File: src/rtl/fp_pkg.sv
// Shared floating-point result definitions.
//   fp_flags_t    : exception flags {NV,DZ,OF,UF,NX} = [4:0]
//   FLG_*         : bit positions inside fp_flags_t
//   NANBOX_HI     : upper word written over single-precision results
//   fpres_entry_t : one committed-result record (default tag width)
package fp_pkg;

  localparam int FLG_NV = 4;
  localparam int FLG_DZ = 3;
  localparam int FLG_OF = 2;
  localparam int FLG_UF = 1;
  localparam int FLG_NX = 0;

  typedef logic [4:0] fp_flags_t;

  localparam logic [31:0] NANBOX_HI = 32'hFFFF_FFFF;

  localparam int TAGW_DEF = 5;

  typedef struct packed {
    logic [63:0]         result;
    fp_flags_t           flags;
    logic                denorm;
    logic [TAGW_DEF-1:0] tag;
  } fpres_entry_t;

endpackage

File: src/rtl/fp_sync_fifo.sv
// Synchronous FIFO holding result records.
//   clk, reset : clock, synchronous active-high reset (drops all entries)
//   push, pop  : write tail / retire head (caller guarantees legality)
//   wdata      : record written on push
//   head       : record at head (stale when empty)
//   count      : occupancy 0..DEPTH
module fp_sync_fifo
  import fp_pkg::*;
#(
  parameter int  DEPTH   = 4,
  parameter type entry_t = fpres_entry_t
) (
  input  logic                   clk,
  input  logic                   reset,
  input  logic                   push,
  input  logic                   pop,
  input  entry_t                 wdata,
  output entry_t                 head,
  output logic [$clog2(DEPTH):0] count
);

  localparam int AW = $clog2(DEPTH);

  entry_t        mem [DEPTH];
  logic [AW-1:0] wr_ptr;
  logic [AW-1:0] rd_ptr;

  // Storage needs no reset: occupancy alone decides what is visible.
  always_ff @(posedge clk) begin
    if (push) mem[wr_ptr] <= wdata;
  end

  // DEPTH is a power of two, so pointers wrap by natural overflow.
  always_ff @(posedge clk) begin
    if (reset) begin
      wr_ptr <= '0;
      rd_ptr <= '0;
      count  <= '0;
    end else begin
      if (push) wr_ptr <= wr_ptr + 1'b1;
      if (pop)  rd_ptr <= rd_ptr + 1'b1;
      case ({push, pop})
        2'b10:   count <= count + 1'b1;
        2'b01:   count <= count - 1'b1;
        default: count <= count;
      endcase
    end
  end

  assign head = mem[rd_ptr];

endmodule

File: src/rtl/fpadd_result_stage.sv
// Commit stage behind the combinational fpadd.
//   in_*          : fpadd result, flags, denorm, precision and destination tag
//   out_*         : head record towards writeback (zeros when empty)
//   fflags*       : sticky architectural flags with CSR write / clear
//   denorm_cnt    : saturating count of committed denormal results
//   count         : FIFO occupancy
// Flags and the denormal counter only move on pop: a queued op is not
// architectural until writeback takes it.
module fpadd_result_stage
  import fp_pkg::*;
#(
  parameter int DEPTH = 4,
  parameter int TAGW  = 5,
  parameter int DCNTW = 16
) (
  input  logic                   clk,
  input  logic                   reset,
  input  logic                   in_valid,
  output logic                   in_ready,
  input  logic [63:0]            in_result,
  input  fp_flags_t              in_flags,
  input  logic                   in_denorm,
  input  logic                   in_p,
  input  logic [TAGW-1:0]        in_tag,
  output logic                   out_valid,
  input  logic                   out_ready,
  output logic [63:0]            out_result,
  output fp_flags_t              out_flags,
  output logic [TAGW-1:0]        out_tag,
  output fp_flags_t              fflags,
  input  logic                   fflags_we,
  input  fp_flags_t              fflags_wdata,
  input  logic                   fflags_clr,
  output logic [DCNTW-1:0]       denorm_cnt,
  output logic [$clog2(DEPTH):0] count
);

  // Same layout as fpres_entry_t, but with the tag sized by TAGW.
  typedef struct packed {
    logic [63:0]     result;
    fp_flags_t       flags;
    logic            denorm;
    logic [TAGW-1:0] tag;
  } entry_t;

  localparam logic [$clog2(DEPTH):0] FULL_CNT = ($clog2(DEPTH)+1)'(DEPTH);

  entry_t    wr_entry;
  entry_t    head;
  logic      push;
  logic      pop;
  fp_flags_t pop_flags;
  logic      pop_denorm;

  assign in_ready  = (count != FULL_CNT);
  assign out_valid = (count != '0);
  assign push      = in_valid & in_ready;
  assign pop       = out_valid & out_ready;

  // Single-precision results are NaN-boxed into the 64-bit register file.
  assign wr_entry.result = in_p ? {NANBOX_HI, in_result[31:0]} : in_result;
  assign wr_entry.flags  = in_flags;
  assign wr_entry.denorm = in_denorm;
  assign wr_entry.tag    = in_tag;

  fp_sync_fifo #(
    .DEPTH   (DEPTH),
    .entry_t (entry_t)
  ) u_fifo (
    .clk   (clk),
    .reset (reset),
    .push  (push),
    .pop   (pop),
    .wdata (wr_entry),
    .head  (head),
    .count (count)
  );

  assign out_result = out_valid ? head.result : '0;
  assign out_flags  = out_valid ? head.flags  : '0;
  assign out_tag    = out_valid ? head.tag    : '0;

  assign pop_flags  = pop ? head.flags : '0;
  assign pop_denorm = pop & head.denorm;

  // A CSR write or clear in the same cycle as a commit still keeps the
  // committed op's flags, so no exception is lost.
  always_ff @(posedge clk) begin
    if (reset) begin
      fflags <= '0;
    end else if (fflags_we) begin
      fflags <= fflags_wdata | pop_flags;
    end else if (fflags_clr) begin
      fflags <= pop_flags;
    end else begin
      fflags <= fflags | pop_flags;
    end
  end

  always_ff @(posedge clk) begin
    if (reset) begin
      denorm_cnt <= '0;
    end else if (fflags_clr) begin
      denorm_cnt <= DCNTW'(pop_denorm);
    end else if (pop_denorm && (denorm_cnt != '1)) begin
      denorm_cnt <= denorm_cnt + 1'b1;
    end
  end

endmodule

File: config.mk
export PLATFORM = sky130hd
export DESIGN_NAME = fpadd_result_stage
export DESIGN_NICKNAME = d
export VERILOG_FILES = /design/src/rtl/fp_pkg.sv /design/src/rtl/fp_sync_fifo.sv /design/src/rtl/fpadd_result_stage.sv
export SDC_FILE = /design/constraint.sdc
export NUM_CORES = 1
export LEC_CHECK = 0
export BUFFER_PORTS_ARGS = -buffer_cell sky130_fd_sc_hd__buf_4
export CAP_MARGIN = 0
export CELL_PAD_IN_SITES_DETAIL_PLACEMENT = 1
export CELL_PAD_IN_SITES_GLOBAL_PLACEMENT = 1
export CORE_MARGIN = 2
export CORE_UTILIZATION = 52
export DETAILED_ROUTE_END_ITERATION = 8
export GPL_TIMING_DRIVEN = 0
export MAX_ROUTING_LAYER = met4
export PLACE_DENSITY = 0.87
export SYNTH_ARGS = -nofsm -noshare
export SYNTH_HDL_FRONTEND = slang
export SYNTH_SLANG_ARGS = --single-unit
File: constraint.sdc
create_clock -name clk -period 4.41 [get_ports clk]
set_clock_uncertainty 0.1 [all_clocks]
set_input_delay 0.882 -clock clk [delete_from_list [all_inputs] [get_ports clk]]
set_output_delay 0.882 -clock clk [all_outputs]
set_load 0.02 [all_outputs]
==> reports/results.txt <==
Count of final max-slew check failures: 0
# hold bufs at CTS: 0
CTS max path bufs: 3
WL final: 30.3 mm
CP max-delay cell: clkbuf_1
Root Buffer: clkbuf_16
Syn nets: 766
VDD IR-drop max: 350 uV
CTS resizes: 0
Clock buffer count from CTS: 35
Initial drt markers: 532
Arrival time worst endpoint: 2880 ps
First-pass GRT wire length: 46.6 mm
Congestion Overflow GR: 0
Hold Crit Class: reg2reg
Initial core utilization: 53.0%
CP endpoint kind: primary output
R2R cell count: 10
Gpl congestion: 0.771
CORE AREA: 0.0243 sq mm
Antenna-violating nets left: 0
Most frequent cells in the layout: edfxtp_1, buf_4, and2_1, mux4_2, clkbuf_16
CP Buf/Inv Count: 3
Commonest non-fill, non-tap cell in the layout: edfxtp_1
Max stage delay on crit path: 630 ps
Row count: 57
Multi-input logic area: 0.00314 sq mm
#FFs+latches synth: 330
Filler cells: 2120
Final Util: 65.4%
CP Depth: 5
Worst-margin pin slew: 807 ps
DR top layer: met4
Metal-1 WL: 12.5 mm
Layout area overhead: 23.3%
Final Hold Vio Count: 0
Layout cells sized above 1: 38.4%
Largest net degree at the start of global routing: 55
Postcts setup bufs: 0
GRT Total Usage: 24.6%
Max-Cap Viols: 0
CP cell instances: clkbuf_1 > clkbuf_1 > mux4_2 > and2_1 > buf_4
Detail Route met2 WL: 15.5 mm
TritonCTS clock tree: yes
Max Fanout on Critical Path: 10
Avg Inst Size Synth: 19.2 sq um
Crit path top cell by count: clkbuf_1
Startpoint types: flip-flop
DR pass1 iterations: 4
Min-Delay Path Depth: 2
CP required: 3430 ps
H-tree depth: 2
Tmin final: 3860 ps
Initial antenna violation count: 1
Syn Inst Count: 672
Vias per Instance: 5.67
Vias: 7080
Average wire per standard cell: 24.3 um
LEAKAGE: 5.47 nW
PD cells: 629 mW/mm^2
Top Family by Delay on Critical Path: buffers and inverters
Yosys cell types: 34
Critical path type: reg2out
Vias in the first global route: 7903
Max Clk Rate: 0.259 GHz
Top Ports: 187
RSZ-0062 raised after global routing: no
Port Buffer Count: 186
Outcome: finished clean
Die ar.: 0.0261 sq mm
Setup TNS: 0 ps
Sequential cell area: 0.00961 sq mm
Cell Area, Synth: 0.0129 sq mm
Later-pin clock latency in the skew report: 500 ps
Final period util: 87.6%
Hpwl dp: 19.6 mm
Die W: 161 um
DRC: 0
Final nets: 993
CTS sink count: 330
Endpoints failing setup: 0
YS warnings: 0
Clock transition at path regs: 60 ps
Sequential share of the synthesized area: 74.5%
Die Ht: 161 um
Slew headroom: 46.2%
Met3 Wirelength: 1.58 mm
## sequential cells by signal (all words and copies together), names as in the netlist, named ones only
| register | flops |
|---|---|
| u_fifo.count | 3 |
| u_fifo.wr_ptr | 2 |
| fflags | 5 |
| u_fifo.mem | 300 |
| u_fifo.rd_ptr | 2 |
| denorm_cnt | 16 |
## final timing paths
check | from | endpoint | slack, ps
worst max-delay path | flip-flop | out_result[59] | 550
worst min-delay path | u_fifo.wr_ptr[1] | u_fifo.wr_ptr[1] | 410
worst max register to register | u_fifo.count[0] | u_fifo.count[2] | 1940
worst min register to register | u_fifo.wr_ptr[1] | u_fifo.wr_ptr[1] | 410
## layer usage
metal / GRT usage, % / vias to the layer above
met2: 41.6 / 246
li1: - / 3101
met1: 31.2 / 3674
met3: 4.08 / 59
met4: 6.66 / 0
met5: - / -
## where the power goes
part           switching (mW)  total (mW)  leakage (nW)  internal, mW
sequential              0.102        3.84          2.95          3.74
combinational            1.89        3.36          2.00          1.47
clock                    1.15        2.80         0.523          1.64
total                    3.15        10.0          5.47          6.85
## cells in the mapped netlist, drive strengths merged
cell type / instances / area share, %
edfxtp: 300 / 70
and2: 76 / 3.7
mux4: 75 / 13
or2: 33 / 1.6
dfxtp: 30 / 4.7
nor2: 27 / 0.79
clkbuf: 19 / 0.55
buf: 13 / 0.48
nand2: 11 / 0.32
xor2: 11 / 0.75
and3: 9 / 0.44
nand3: 9 / 0.35
inv: 8 / 0.23
nand4: 7 / 0.34
a21oi: 6 / 0.23
ha: 6 / 0.58
a222oi: 4 / 0.31
o21ai: 4 / 0.16
or3: 4 / 0.19
and4: 3 / 0.20
or4: 3 / 0.17
xnor2: 3 / 0.20
o211ai: 2 / 0.12
a211oi: 1 / 0.058
a221oi: 1 / 0.068
a32oi: 1 / 0.068
a41oi: 1 / 0.068
fa: 1 / 0.16
nand4b: 1 / 0.068
nor3b: 1 / 0.058
nor4: 1 / 0.049
o31a: 1 / 0.068
## stage by stage
| stage | worst slack (ps) | instances | area (sq um) | hold WS (ps) | total power [mW] |
|---|---|---|---|---|---|
| 2_1_floorplan | 1150 | 672 | 12900 | 363 | 5.88 |
| 3_3_place_gp | -302 | 1182 | 14700 | 391 | 7.20 |
| 6_report | 548 | 1249 | 15900 | 415 | 10.0 |
| 4_1_cts | 497 | 1248 | 15900 | 416 | 10.1 |
| 3_5_place_dp | 1040 | 1186 | 14800 | 402 | 7.28 |
| 5_1_grt | 437 | 1249 | 15900 | 452 | 10.4 |
## worst reg2reg max path, cell delays in order (launching register included)
cell and delay (ps):
dfxtp_1 350, inv_1 120, nand3_1 210, and2_1 280
inv_1 110, ha_1 200, inv_1 60, fa_1 370
xor2_1 160, or3_1 310, a21oi_1 150
## logic make-up after synthesis
group	share of synthesized area, %
DFF	74.5
and+or+nand+nor	8.27
muxes	13.1
buffers and inverters	1.26
AOI/OAI and AO/OA	1.15
xor gates and xnor gates	0.951
adders and majority gates	0.738
## final cells by class
| type | instances | area share (%) |
|---|---|---|
| flip-flops and latches | 330 | 60.5 |
| multi-input cells | 302 | 19.8 |
| repair buffers | 190 | 9.43 |
| clock buffers | 46 | 5.77 |
| well taps | 324 | 2.55 |
| clock inverters | 16 | 0.992 |
| plain buffers | 32 | 0.834 |
| inverters | 8 | 0.189 |
| diodes | 1 | 0.0157 |
(Power assumes the default switching activity.)
